## src/rtl/input_vc_buffer.sv

```systemverilog
// Per-input-port virtual-channel buffer: one FIFO per lane, packet-granular round-robin lane select.
// Latency: a flit written at edge N is presentable on dout after edge N; credits lag their pop by one cycle.
// Backpressure: dout held while dout_ready is low; writes to a full lane are dropped (sticky overflow) unless that lane pops the same cycle.
//
// Ports:
//   clk, reset (async, active-low)
//   din / din_valid / din_lane         : incoming flit and its target lane
//   dout / dout_valid / dout_lane      : selected lane head towards vc_allocator, consumed by dout_ready
//   credit_valid / credit_lane         : registered one-credit-per-pop return to upstream
//   overflow                           : sticky flag for dropped writes (full lane or bad lane index)
module input_vc_buffer #(
   parameter int LANES_PER_CHANNEL = 2,
   parameter int VC_DEPTH          = 5,
   parameter int FLIT_SIZE         = 32,
   localparam int LW = (LANES_PER_CHANNEL > 1) ? $clog2(LANES_PER_CHANNEL) : 1,
   localparam int CW = $clog2(VC_DEPTH + 1)
) (
   input  logic                 clk,
   input  logic                 reset,
   input  logic [FLIT_SIZE-1:0] din,
   input  logic                 din_valid,
   input  logic [LW-1:0]        din_lane,
   output logic [FLIT_SIZE-1:0] dout,
   output logic                 dout_valid,
   output logic [LW-1:0]        dout_lane,
   input  logic                 dout_ready,
   output logic                 credit_valid,
   output logic [LW-1:0]        credit_lane,
   output logic                 overflow
);

   localparam int PW = (VC_DEPTH > 1) ? $clog2(VC_DEPTH) : 1;

   localparam logic [1:0] TYPE_HEAD = 2'b10;
   localparam logic [1:0] TYPE_TAIL = 2'b01;

   typedef enum logic {UNLOCKED = 1'b0, LOCKED = 1'b1} state_t;

   logic [FLIT_SIZE-1:0] mem_q [LANES_PER_CHANNEL][VC_DEPTH];
   logic [PW-1:0]        wr_ptr_q [LANES_PER_CHANNEL];
   logic [PW-1:0]        wr_ptr_d [LANES_PER_CHANNEL];
   logic [PW-1:0]        rd_ptr_q [LANES_PER_CHANNEL];
   logic [PW-1:0]        rd_ptr_d [LANES_PER_CHANNEL];
   logic [CW-1:0]        cnt_q    [LANES_PER_CHANNEL];
   logic [CW-1:0]        cnt_d    [LANES_PER_CHANNEL];

   state_t               state_q;
   logic [LW-1:0]        rr_ptr_q;
   logic [LW-1:0]        lock_lane_q;
   logic                 credit_valid_q;
   logic [LW-1:0]        credit_lane_q;
   logic                 overflow_q;

   logic                 sel_vld;
   logic [LW-1:0]        sel_lane;
   logic                 pop;
   logic [1:0]           pop_type;
   logic                 lane_ok;
   logic                 lane_full;
   logic                 wr_en;
   logic [LANES_PER_CHANNEL-1:0] push_v;
   logic [LANES_PER_CHANNEL-1:0] pop_v;

   function automatic logic [LW-1:0] next_lane(input logic [LW-1:0] l);
      return (int'(l) == LANES_PER_CHANNEL - 1) ? '0 : l + LW'(1);
   endfunction

   // Lane select. While locked only the owning lane may be shown, so another
   // packet can never slip between a head and its tail.
   always_comb begin
      int idx;
      idx      = 0;
      sel_vld  = 1'b0;
      sel_lane = '0;
      if (state_q == LOCKED) begin
         sel_vld  = (cnt_q[lock_lane_q] != '0);
         sel_lane = lock_lane_q;
      end else begin
         // Walk from the farthest offset down so the lane nearest rr_ptr wins.
         for (int i = LANES_PER_CHANNEL - 1; i >= 0; i--) begin
            idx = int'(rr_ptr_q) + i;
            if (idx >= LANES_PER_CHANNEL) idx = idx - LANES_PER_CHANNEL;
            if (cnt_q[idx] != '0) begin
               sel_vld  = 1'b1;
               sel_lane = LW'(idx);
            end
         end
      end
   end

   assign dout_valid = sel_vld;
   assign dout_lane  = sel_vld ? sel_lane : '0;
   assign dout       = sel_vld ? mem_q[sel_lane][rd_ptr_q[sel_lane]] : '0;
   assign pop        = sel_vld && dout_ready;
   assign pop_type   = dout[FLIT_SIZE-1 -: 2];

   // A full lane still accepts a write when it is being drained in the same cycle.
   assign lane_ok   = int'(din_lane) < LANES_PER_CHANNEL;
   assign lane_full = lane_ok && (cnt_q[din_lane] == CW'(VC_DEPTH));
   assign wr_en     = din_valid && lane_ok && (!lane_full || (pop && (sel_lane == din_lane)));

   always_comb begin
      for (int l = 0; l < LANES_PER_CHANNEL; l++) begin
         push_v[l]   = wr_en && (int'(din_lane) == l);
         pop_v[l]    = pop && (int'(sel_lane) == l);
         wr_ptr_d[l] = wr_ptr_q[l];
         rd_ptr_d[l] = rd_ptr_q[l];
         cnt_d[l]    = cnt_q[l];
         // Depth need not be a power of two, so wrap by compare.
         if (push_v[l])
            wr_ptr_d[l] = (wr_ptr_q[l] == PW'(VC_DEPTH - 1)) ? '0 : wr_ptr_q[l] + PW'(1);
         if (pop_v[l])
            rd_ptr_d[l] = (rd_ptr_q[l] == PW'(VC_DEPTH - 1)) ? '0 : rd_ptr_q[l] + PW'(1);
         if (push_v[l] && !pop_v[l])
            cnt_d[l] = cnt_q[l] + CW'(1);
         else if (!push_v[l] && pop_v[l])
            cnt_d[l] = cnt_q[l] - CW'(1);
      end
   end

   // Flit storage carries no reset; empty lanes are never presented.
   always_ff @(posedge clk) begin
      for (int l = 0; l < LANES_PER_CHANNEL; l++) begin
         if (push_v[l]) mem_q[l][wr_ptr_q[l]] <= din;
      end
   end

   always_ff @(posedge clk or negedge reset) begin
      if (!reset) begin
         for (int l = 0; l < LANES_PER_CHANNEL; l++) begin
            wr_ptr_q[l] <= '0;
            rd_ptr_q[l] <= '0;
            cnt_q[l]    <= '0;
         end
         credit_valid_q <= 1'b0;
         credit_lane_q  <= '0;
         overflow_q     <= 1'b0;
      end else begin
         for (int l = 0; l < LANES_PER_CHANNEL; l++) begin
            wr_ptr_q[l] <= wr_ptr_d[l];
            rd_ptr_q[l] <= rd_ptr_d[l];
            cnt_q[l]    <= cnt_d[l];
         end
         credit_valid_q <= pop;
         if (pop) credit_lane_q <= sel_lane;
         if (din_valid && !wr_en) overflow_q <= 1'b1;
      end
   end

   // Packet-lock state machine. Body/tail popped while unlocked is a protocol
   // violation; it is delivered and treated like a single-flit packet.
   always_ff @(posedge clk or negedge reset) begin
      if (!reset) begin
         state_q     <= UNLOCKED;
         rr_ptr_q    <= '0;
         lock_lane_q <= '0;
      end else if (pop) begin
         case (state_q)
            UNLOCKED: begin
               if (pop_type == TYPE_HEAD) begin
                  state_q     <= LOCKED;
                  lock_lane_q <= sel_lane;
               end else begin
                  rr_ptr_q <= next_lane(sel_lane);
               end
            end
            LOCKED: begin
               if (pop_type == TYPE_TAIL) begin
                  state_q  <= UNLOCKED;
                  rr_ptr_q <= next_lane(lock_lane_q);
               end
            end
            default: state_q <= UNLOCKED;
         endcase
      end
   end

   assign credit_valid = credit_valid_q;
   assign credit_lane  = credit_lane_q;
   assign overflow     = overflow_q;

endmodule

```

## config.mk

```make
export PLATFORM = sky130hd
export DESIGN_NAME = input_vc_buffer
export DESIGN_NICKNAME = d
export VERILOG_FILES = /design/src/rtl/input_vc_buffer.sv
export SDC_FILE = /design/constraint.sdc
export NUM_CORES = 1
export LEC_CHECK = 0
export BUFFER_PORTS_ARGS = -buffer_cell sky130_fd_sc_hd__buf_2
export CORE_MARGIN = 2
export CORE_UTILIZATION = 40
export CTS_CLUSTER_DIAMETER = 120
export DETAILED_ROUTE_END_ITERATION = 10
export PLACE_DENSITY_LB_ADDON = 0.25
export SLEW_MARGIN = 20
export SYNTH_ARGS = -nofsm -noshare
export SYNTH_HDL_FRONTEND = slang
export SYNTH_SLANG_ARGS = --single-unit
```

## constraint.sdc

```tcl
create_clock -name clk -period 5.1 [get_ports clk]
set_input_delay 0.255 -clock clk [delete_from_list [all_inputs] [get_ports clk]]
set_output_delay 0.255 -clock clk [all_outputs]
set_load 0.02 [all_outputs]
```

==> out/metrics.yaml, run 1 <==
rsz0062_at_grt: "false"
post_cts_buffers: 0
die_h_um: 192
worstPathArrival_ns: 3.84
p_seq_frac: 0.346
drc_errors: 0
startpoint: "cnt_q[4]"
num_vias: 8117
max_freq_ghz: 0.244
crit_end: "dout[23]"
crit_required_ns: 4.85
max_cap_viol_count: 0
fin_crit_ns: 4.10
ys_seq_elements: 344
grt_remaining_overflow: 0
drt_iter0_drc: 552
p_sw_frac: 0.399
internal_power_mw: 6.39
finalSetupViolations: 0
fin_hold_ws_ns: 0.0306
drtPass1Iterations: 4
cts_made_buffers: 38
ir_drop_mv: 0.407
first_global_vias: 8006
syn_to_final_growth_pct: 14.9
synth_area_um2: 14100
yosysWarnings: 0
clk_pin_slew_worst_paths_ns: 0.06
fin_crit_sh: 0.804
rr_startpoint: "cnt_q[4]"
maxSlewHeadroom: 0.279
stdcell_count: 1502
rows: 68
ff2ff_setup_slack_ns: 1.59
clockPowerShare: 0.237
portBuffers: 73
syn_avg_cell_area_um2: 14.9
hp-class: "input pin to register"
place_congestion: 0.720
crit_type: "register to primary output"
fin_util: 0.468
synth-edff-count: 320
crit_path_max_fanout: 39
p_leak_nw: 5.49
slew_viol_final: 0
synth.net_count: 994
vias_per_cell: 5.40
pin_count: 74
worstSetupEndpointType: "primary output"
core-area_um2: 34600
tritoncts: "yes"
final_nets: 1069
p_sw_mw: 4.24
cts_sinks: 344
synth-seq-area-share: 0.724
cts-htree-levels: 2
cts.root.buffer_cell: "clkbuf_16"
start_util: 0.407
tightest_slew_ns: 1.08
gr-usage-all-layers: 0.172
die_width_um: 192
reg2reg_depth: 6
clk_latency_ns: 0.51
grt_pass1_wl_mm: 47.6
r2r_end: "mem_q[1][14]"
final_antenna_net_count: 0
async_reset_ff_frac: 0.0698
status: "completed"
hpwl_mm: 16.7
antenna_found_initial: 2
syn_inst: 945
synthFlopType: "edfxtp_1"
layout-drive-gt1-share: 0.174
antenna_cells: 0
wl_per_cell_um: 20.6
cp-start-kind: "register"
numPlacedInstances: 1434
cts.repair.resized: 0
hold_violations: 0
cts_max_path_buffers: 3
finalClockSkew_ns: 0.00861
synth_cell_types: 59
p_per_area_nw_per_um2: 656
pwr-share-comb: 0.417
grt_start_max_net_pins: 128
nFillCells: 2980
die_area_um2: 36800
wl_mm: 31.0
## stage by stage
step / power (mW) / setup TNS (ns) / worst slack (ns) / cell area, um2
finish: 10.6 / 0 / 1.00 / 16200
global route: 11.3 / 0 / 0.703 / 16200
CTS: 10.7 / 0 / 0.935 / 16200
detailed placement: 8.21 / 0 / 1.49 / 15000
global placement: 8.18 / 0 / 1.51 / 15000
floorplan: 6.77 / -3.78 / -0.0591 / 14100
## layer usage
metal / GRT usage / vias up / share of wire
li1: - / 3800 / -
met1: 0.245 / 4071 / 0.47
met2: 0.278 / 193 / 0.47
met3: 0.0289 / 49 / 0.050
met4: 0.0408 / 4 / 0.017
met5: 0 / - / 0.00061
## final cells by class
class,count,area [um2],share of cell area
Sequential cell,344,10200,0.630
Multi-Input combinational cell,526,3630,0.224
Clock buffer,43,991,0.0612
Timing Repair Buffer,95,596,0.0368
Tap cell,455,569,0.0351
Clock inverter,24,150,0.00927
Inverter,15,56.3,0.00347
## placed cells by master (no fill, tap or decap), types with 5 or more instances in the layout
cell	synthesis	final
o2111ai_1	29	29
nand3_1	35	35
clkinv_2	0	9
clkinv_1	0	9
nor2b_1	32	32
edfxtp_1	320	320
o21ai_0	18	17
buf_4	10	16
mux2i_1	65	65
inv_1	13	13
or3_1	5	5
nand2_1	100	100
a211oi_1	31	31
nor2_1	13	8
buf_12	0	5
clkbuf_16	0	39
o21ai_1	60	60
buf_2	16	73
a21oi_1	8	8
nor3_1	30	30
o31a_1	29	29
ha_1	10	10
mux2_2	7	7
dfrtp_1	24	23
## cell usage after synthesis, types with 2 or more instances
library cell | number | share of area
edfxtp_1 | 320 | 0.68
mux2_2 | 7 | 0.0056
o2111ai_1 | 29 | 0.018
fa_1 | 2 | 0.0028
o21ai_1 | 60 | 0.021
xnor2_1 | 2 | 0.0012
nor3_1 | 30 | 0.011
nor2_1 | 13 | 0.0035
nand2b_1 | 3 | 0.0013
buf_6 | 2 | 0.0016
dfrtp_1 | 24 | 0.043
mux2i_4 | 2 | 0.0032
and3_1 | 4 | 0.0018
and2_1 | 3 | 0.0013
a211oi_1 | 31 | 0.017
a21o_1 | 2 | 0.0011
nor4_1 | 2 | 0.00089
nor2b_1 | 32 | 0.014
nand2_1 | 100 | 0.027
clkbuf_1 | 27 | 0.0072
a21oi_1 | 8 | 0.0028
buf_4 | 10 | 0.0053
ha_1 | 10 | 0.0089
buf_2 | 16 | 0.0057
or3_1 | 5 | 0.0022
mux2i_1 | 65 | 0.046
o21ai_0 | 18 | 0.0064
o22ai_1 | 2 | 0.00089
nand3_1 | 35 | 0.012
o31a_1 | 29 | 0.018
inv_1 | 13 | 0.0035
inv_2 | 2 | 0.00053
nor3_2 | 2 | 0.0014
xor2_1 | 4 | 0.0025
buf_1 | 5 | 0.0013
a31oi_1 | 3 | 0.0013
## power groups by stage
stage               logic, mW  clock network [mW]  registers, mW
floorplan                3.16                   0           3.62
global placement         4.45                   0           3.72
detailed placement       4.49                   0           3.73
CTS                      4.51                2.57           3.67
global route             4.85                2.69           3.71
finish                   4.43                2.52           3.67
## registers in the layout, summed over array words and instances (netlist names)
signal	count
overflow	1
lock_lane_q	1
mem_q	320
rr_ptr_q	1
cnt_q	6
credit_valid	1
credit_lane	1
rd_ptr_q	6
state_q	1
wr_ptr_q	6
## critical path, cell delays in order (launching register included)
cell and delay, ns:
dfrtp_1 0.42, nor3_2 0.41, o311a_4 0.65, mux2i_4 0.84, buf_4 0.33, nand2_1 0.07, nand3_1 0.08, o2111ai_1 0.13
o21ai_1 0.16, buf_2 0.20
## what timing repair did
action / CTS / global route
endpoints found under the setup margin: 0 / 0
hold buffers: 1 / 0
hold endpoints to repair: 24 / 0
## cell families after synthesis
| logic type | synth area share |
|---|---|
| xor gates and xnor gates | 0.00373 |
| and+or+nand+nor | 0.0837 |
| buffers and inverters | 0.0251 |
| AOI/OAI and AO/OA | 0.0969 |
| muxes | 0.0549 |
| adders and majority gates | 0.0117 |
| DFF | 0.724 |
## worst min path at each step
stage	start	endpoint	slack, ns	cells after the start
floorplan	reset	cnt_q[0]	-0.04	0
global placement	reset	overflow	0.29	1
detailed placement	reset	overflow	0.29	1
CTS	din[19]	mem_q[0][19]	0.02	1
global route	din[23]	mem_q[1][55]	0.03	1
finish	din[19]	mem_q[0][19]	0.03	1
Power figures use the tool's default switching activity.
==> inputs of run 2 (changes only) <==
==> constraint.sdc (replaced) <==
create_clock -name clk -period 3.7 [get_ports clk]
set_input_delay 0.185 -clock clk [delete_from_list [all_inputs] [get_ports clk]]
set_output_delay 0.185 -clock clk [all_outputs]
set_load 0.02 [all_outputs]
==> out/metrics.yaml, run 2 (synthesis results as in run 1) <==
status: "completed"
path_common_cell: "buf_12"
power_mw: 14.8  # +39%
hold_violations: 0  # unchanged
drt_iter0_drc: 594  # +7.6%
finalSetupViolations: 0  # unchanged
start_util: 0.407  # unchanged
clk_latency_ns: 0.52  # about the same
max_cap_viol_count: 0  # unchanged
slew_viol_final: 0  # unchanged
die_h_um: 192  # unchanged
core-area_um2: 34600  # unchanged
fin_crit_ns: 3.50
grt_remaining_overflow: 0  # unchanged
drc_errors: 0  # unchanged
post_cts_buffers: 0  # unchanged
fin_crit_sh: 0.945
wl_mm: 31.5  # +1.8%
ir_drop_mv: 0.697  # +71%
crit_path_max_fanout: 43  # +10%
vias_per_cell: 5.35  # -0.97%
antenna_found_initial: 0  # -2
p_leak_nw: 5.67  # +3.2%
numPlacedInstances: 1437  # +0.21%
place_congestion: 0.743  # +3.2%
drtPass1Iterations: 5  # +1
cts_made_buffers: 39  # +2.6%
setup_tns_ns: 0  # unchanged
largest_reg_flops: 320  # unchanged
portBuffers: 73  # unchanged
worst_path_dominant_cell_family: "simple AND/OR/NAND/NOR gates"
crit_chain: "or4_4 > o311ai_4 > buf_12 > and4_1 > o21ai_4 > buf_12 > o21ai_1 > buf_2"
hp-class: "input pin to register"
cts.root.buffer_cell: "clkbuf_16"
stdcell_count: 1536  # +2.3%
finalClockSkew_ns: 0.0150  # +0.00643 ns
layout_commonest_cell: "edfxtp_1"
worstSetupEndpointType: "primary output"
cts_sinks: 344  # unchanged
crit_buf_inv: 3  # +1
cp-start-kind: "register"
critPathSlowestCell: "or4_4"
first_global_vias: 8002  # -0.050%
rows: 68  # unchanged
num_vias: 8220  # +1.3%
clk_pin_slew_worst_paths_ns: 0.06  # about the same
final_nets: 1105  # +3.4%
tritoncts: "yes"
gr-usage-all-layers: 0.171  # -0.00181
cts-htree-levels: 2  # unchanged
maxSlewHeadroom: 0.577  # +0.299
crit_type: "register to primary output"
wl_per_cell_um: 20.5  # -0.48%
antenna_cells: 0  # unchanged
rsz0062_at_grt: "false"
hpwl_mm: 17.3  # +3.6%
max_freq_ghz: 0.286
layout_common_cells: "320 x edfxtp_1, 100 x nand2_1, 73 x buf_2"
cts_max_path_buffers: 3  # unchanged
pin_count: 74  # unchanged
tightest_slew_ns: 0.634  # -0.443 ns
syn_to_final_growth_pct: 18.2
grt_start_max_net_pins: 82  # -36%
die_width_um: 192  # unchanged
crit_required_ns: 3.51  # -1.34 ns
fin_hold_ws_ns: 0.0152  # -0.0154 ns
layout-drive-gt1-share: 0.169  # -0.00454
die_area_um2: 36800  # unchanged
grt_pass1_wl_mm: 47.8  # +0.38%
slowest_delay_ns: 0.58  # -0.26 ns
final_antenna_net_count: 0  # unchanged
worstPathArrival_ns: 3.31  # -0.53 ns
p_per_area_nw_per_um2: 889  # +36%
[run 2: cell count changes in the layout (fill, tap and decap cells not counted), sizes merged]
| cell | change |
|---|---|
| bufinv | +1 |
| dlygate4sd3 | +30 |
| inv | -1 |
| clkbuf | +11 |
| buf | +3 |
| o311a | +2 |
| clkinvlp | -1 |
| clkinv | -11 |
[run 2: worst register-to-register path: stages, from the launching register on]
cell,delay [ns]
dfrtp_1,0.57
or4_4,0.58
o311ai_4,0.21
a31oi_1,0.27
nor3b_4,0.47
nor2b_1,0.26
nand2_1,0.16
nor2_4,0.39
buf_12,0.25
[run 2: power breakdown]
part           internal, mW  total (mW)  switching, mW
registers              4.72        5.08          0.360
logic                  2.15        6.18           4.04
clock network          2.10        3.55           1.45
total                  8.97        14.8           5.84
[run 2: timing repair]
item / 4_1_cts / 5_1_grt
hold buffers: 31 / 0
resized for setup: 0 / 9
endpoints found under the setup margin: 0 / 28
endpoints found under the hold margin: 315 / 0
[run 2: final cells by class]
class	instances	area, um2
Fill cell	2931	18000
Sequential cell	344	10200
Multi-Input combinational cell	528	3670
Clock buffer	54	1040
Timing Repair Buffer	128	1000
Tap cell	455	569
Clock inverter	12	120
Inverter	15	56.3
[run 2: final timing paths]
kind / start / to / slack, ns / cells past startpoint
worst min-delay path: din[0] / mem_q[1][96] / 0.02 / 1
worst min register to register: overflow / overflow / 0.48 / 1
worst max-delay path: state_q / dout[13] / 0.20 / 8
min in group asynchronous: reset / overflow / 0.21 / 2
worst max register to register: state_q / mem_q[0][61] / 0.23 / 8
max in group asynchronous: reset / rd_ptr_q[4] / 3.04 / 2
[run 2: layer usage]
metal / track usage / vias to the layer above / wire length [um]
met5: 0 / - / 0
met4: 0.0456 / 0 / 550
met3: 0.0298 / 41 / 1580
met2: 0.272 / 182 / 14800
met1: 0.242 / 4122 / 14600
li1: - / 3875 / -
[run 2: through the flow]
step                       util  setup slack (ns)  cell area [um2]
after detailed placement  0.438             0.459            15200
after floorplan               -            -0.119            14100
final                     0.482             0.202            16700
after global placement    0.438             0.505            15200
after global routing      0.482            0.0238            16700
after CTS                 0.480            0.0147            16600
==> inputs of run 3 (changes only) <==
--- a/config.mk
+++ b/config.mk
@@ -8,6 +8,7 @@
 export BUFFER_PORTS_ARGS = -buffer_cell sky130_fd_sc_hd__buf_2
 export CORE_MARGIN = 2
 export CORE_UTILIZATION = 40
+export CTS_BUF_LIST = sky130_fd_sc_hd__clkbuf_2
 export CTS_CLUSTER_DIAMETER = 120
 export DETAILED_ROUTE_END_ITERATION = 10
 export PLACE_DENSITY_LB_ADDON = 0.25
==> out/metrics.yaml, run 3 (synthesis results as in run 1) <==
multi_input_area_um2: 3670  # unchanged
nFillCells: 2973  # +1.4%
grt_pass1_wl_mm: 52.3  # +9.5%
layout_common_cells: "320 x edfxtp_1, 134 x clkbuf_2, 100 x nand2_1"
critPathSlowestCell: "or4_4"
place_congestion: 0.743  # unchanged
drt_iter0_drc: 617  # +3.9%
finalSetupViolations: 0  # unchanged
grt_remaining_overflow: 0  # unchanged
rr_startpoint: "state_q"
crit_chain: "or4_4 > o311a_4 > buf_4 > mux2i_4 > buf_6 > nand2_1 > nand3_1 > o2111ai_1 > o21ai_1 > buf_2"
final_nets: 1218  # +10%
crit_type: "register to primary output"
worstPathArrival_ns: 3.32  # about the same
hold_violations: 0  # unchanged
hold_depth: 2  # +1
largest_reg_flops: 320  # unchanged
reg2reg_depth: 14  # +6
die_area_um2: 36800  # unchanged
cp-start-kind: "register"
tritoncts: "yes"
worstSetupEndpointType: "primary output"
placed_cell_area_um2: 15200  # unchanged
ff2ff_setup_slack_ns: 0.45  # +0.22 ns
wl_mm: 34.5  # +9.3%
rows: 68  # unchanged
grt_util_met1: 0.264  # +0.0220
layout_commonest_cell: "edfxtp_1"
tightest_slew_ns: 0.688  # +0.0541 ns
cts.root.buffer_cell: "clkbuf_2"
grt_start_max_net_pins: 42  # -49%
maxSlewHeadroom: 0.541  # -0.0361
clk_latency_ns: 0.96  # +0.44 ns
slowest_delay_ns: 0.56  # -0.02 ns
status: "finished, violations left"
portBuffers: 73  # unchanged
grt_busiest_layer: "met2"
area.sequential_um2: 10200  # about the same
met2_usage: 0.301  # +0.0293
finalClockSkew_ns: 0.105  # +0.0904 ns
die_h_um: 192  # unchanged
holdPathEnd: "mem_q[1][22]"
cts-htree-levels: 3  # +1
final_antenna_net_count: 0  # unchanged
drc_errors: 1  # +1
vias_per_cell: 5.32  # -0.55%
violations: "design-rule violations"
syn_to_final_growth_pct: 21.1
pin_count: 74  # unchanged
fin_area_um2: 17100  # +2.4%
core-area_um2: 34600  # unchanged
num_vias: 8994  # +9.4%
p_per_area_nw_per_um2: 861  # -3.1%
fin_crit_ns: 3.51  # +0.0105 ns
drtPass1Iterations: 8  # +3
p_leak_nw: 6.07  # +7.2%
hp-class: "input pin to register"
layout-drive-gt1-share: 0.253  # +0.0840
clk_pin_slew_worst_paths_ns: 0.09  # +0.03 ns
power_mw: 14.7  # -0.79%
grt_use_met3: 0.0440  # +0.0143
cts_sinks: 344  # unchanged
hold_start: "din[22]"
crit_path_max_fanout: 17  # -60%
first_global_vias: 8871  # +11%
wl_per_cell_um: 20.4  # -0.66%
cts_max_path_buffers: 3  # unchanged
fin_crit_sh: 0.948  # +0.00284
ir_drop_mv: 0.609  # -13%
cts_made_buffers: 89  # +130%
start_util: 0.407  # unchanged
gr-usage-all-layers: 0.192  # +0.0210
antenna_found_initial: 2  # +2
max_cap_viol_count: 0  # unchanged
max_freq_ghz: 0.285  # -0.30%
fin_util: 0.493  # +0.0116
die_width_um: 192  # unchanged
hpwl_mm: 17.3  # unchanged
crit_required_ns: 3.51  # about the same
r2r_end: "cnt_q[2]"
slew_viol_final: 0  # unchanged
-- run 3: per-stage QoR --
step	setup WS [ns]	instances	hold WS (ns)	setup TNS [ns]
finish	0.192	1690	0.0970	0
global route	-0.0313	1690	0.00137	-0.0941
CTS	0.00961	1676	0.000392	0
detailed placement	0.459	1437	0.231	0
global placement	0.505	1437	0.226	0
floorplan	-0.119	945	-0.111	-8.96
-- run 3: area by class of cell --
| type | count | share of cell area |
|---|---|---|
| flip-flops and latches | 344 | 0.598 |
| multi-input cells | 528 | 0.215 |
| repair buffers | 191 | 0.102 |
| clock buffers | 134 | 0.0393 |
| well taps | 455 | 0.0333 |
| clock inverters | 20 | 0.00769 |
| inverters | 15 | 0.00330 |
| diodes | 3 | 0.000440 |
-- run 3: per-layer routing --
metal | vias to the layer above | wire, um
li1 | 4165 | -
met1 | 4496 | 15700
met2 | 280 | 16100
met3 | 53 | 1980
met4 | 0 | 591
met5 | - | 0
-- run 3: repair_timing --
item,4_1_cts,5_1_grt
gates resized for setup,11,17
pin swaps,5,2
cloned,7,0
setup endpoints to repair,30,29
hold endpoints to repair,466,0
setup buffers,12,11
hold buffers,66,0
-- run 3: critical path, delay by kind of cell (launching register included) --
| kind | cells | cell delay (ns) |
|---|---|---|
| AO/OA/AOI/OAI | 3 | 0.47 |
| buffers and inverters | 3 | 0.61 |
| flip-flops | 1 | 0.43 |
| multiplexers | 1 | 0.19 |
| AND/OR/NAND/NOR | 3 | 0.73 |
-- run 3: how the worst max path moves through the flow --
stage	start	to	slack (ns)	cells past startpoint
after floorplan	state_q	mem_q[1][128]	-0.12	8
after global placement	cnt_q[1]	mem_q[0][55]	0.50	8
after detailed placement	cnt_q[1]	mem_q[0][55]	0.46	8
after CTS	cnt_q[1]	dout[29]	0.01	9
after global routing	cnt_q[0]	dout[2]	-0.03	10
final	cnt_q[0]	dout[2]	0.19	10
-- run 3: report_power, final --
part / switching (mW) / internal, mW / total [mW]
Combinational: 4.38 / 2.71 / 7.08
Clock: 1.52 / 1.04 / 2.55
Sequential: 0.345 / 4.72 / 5.06
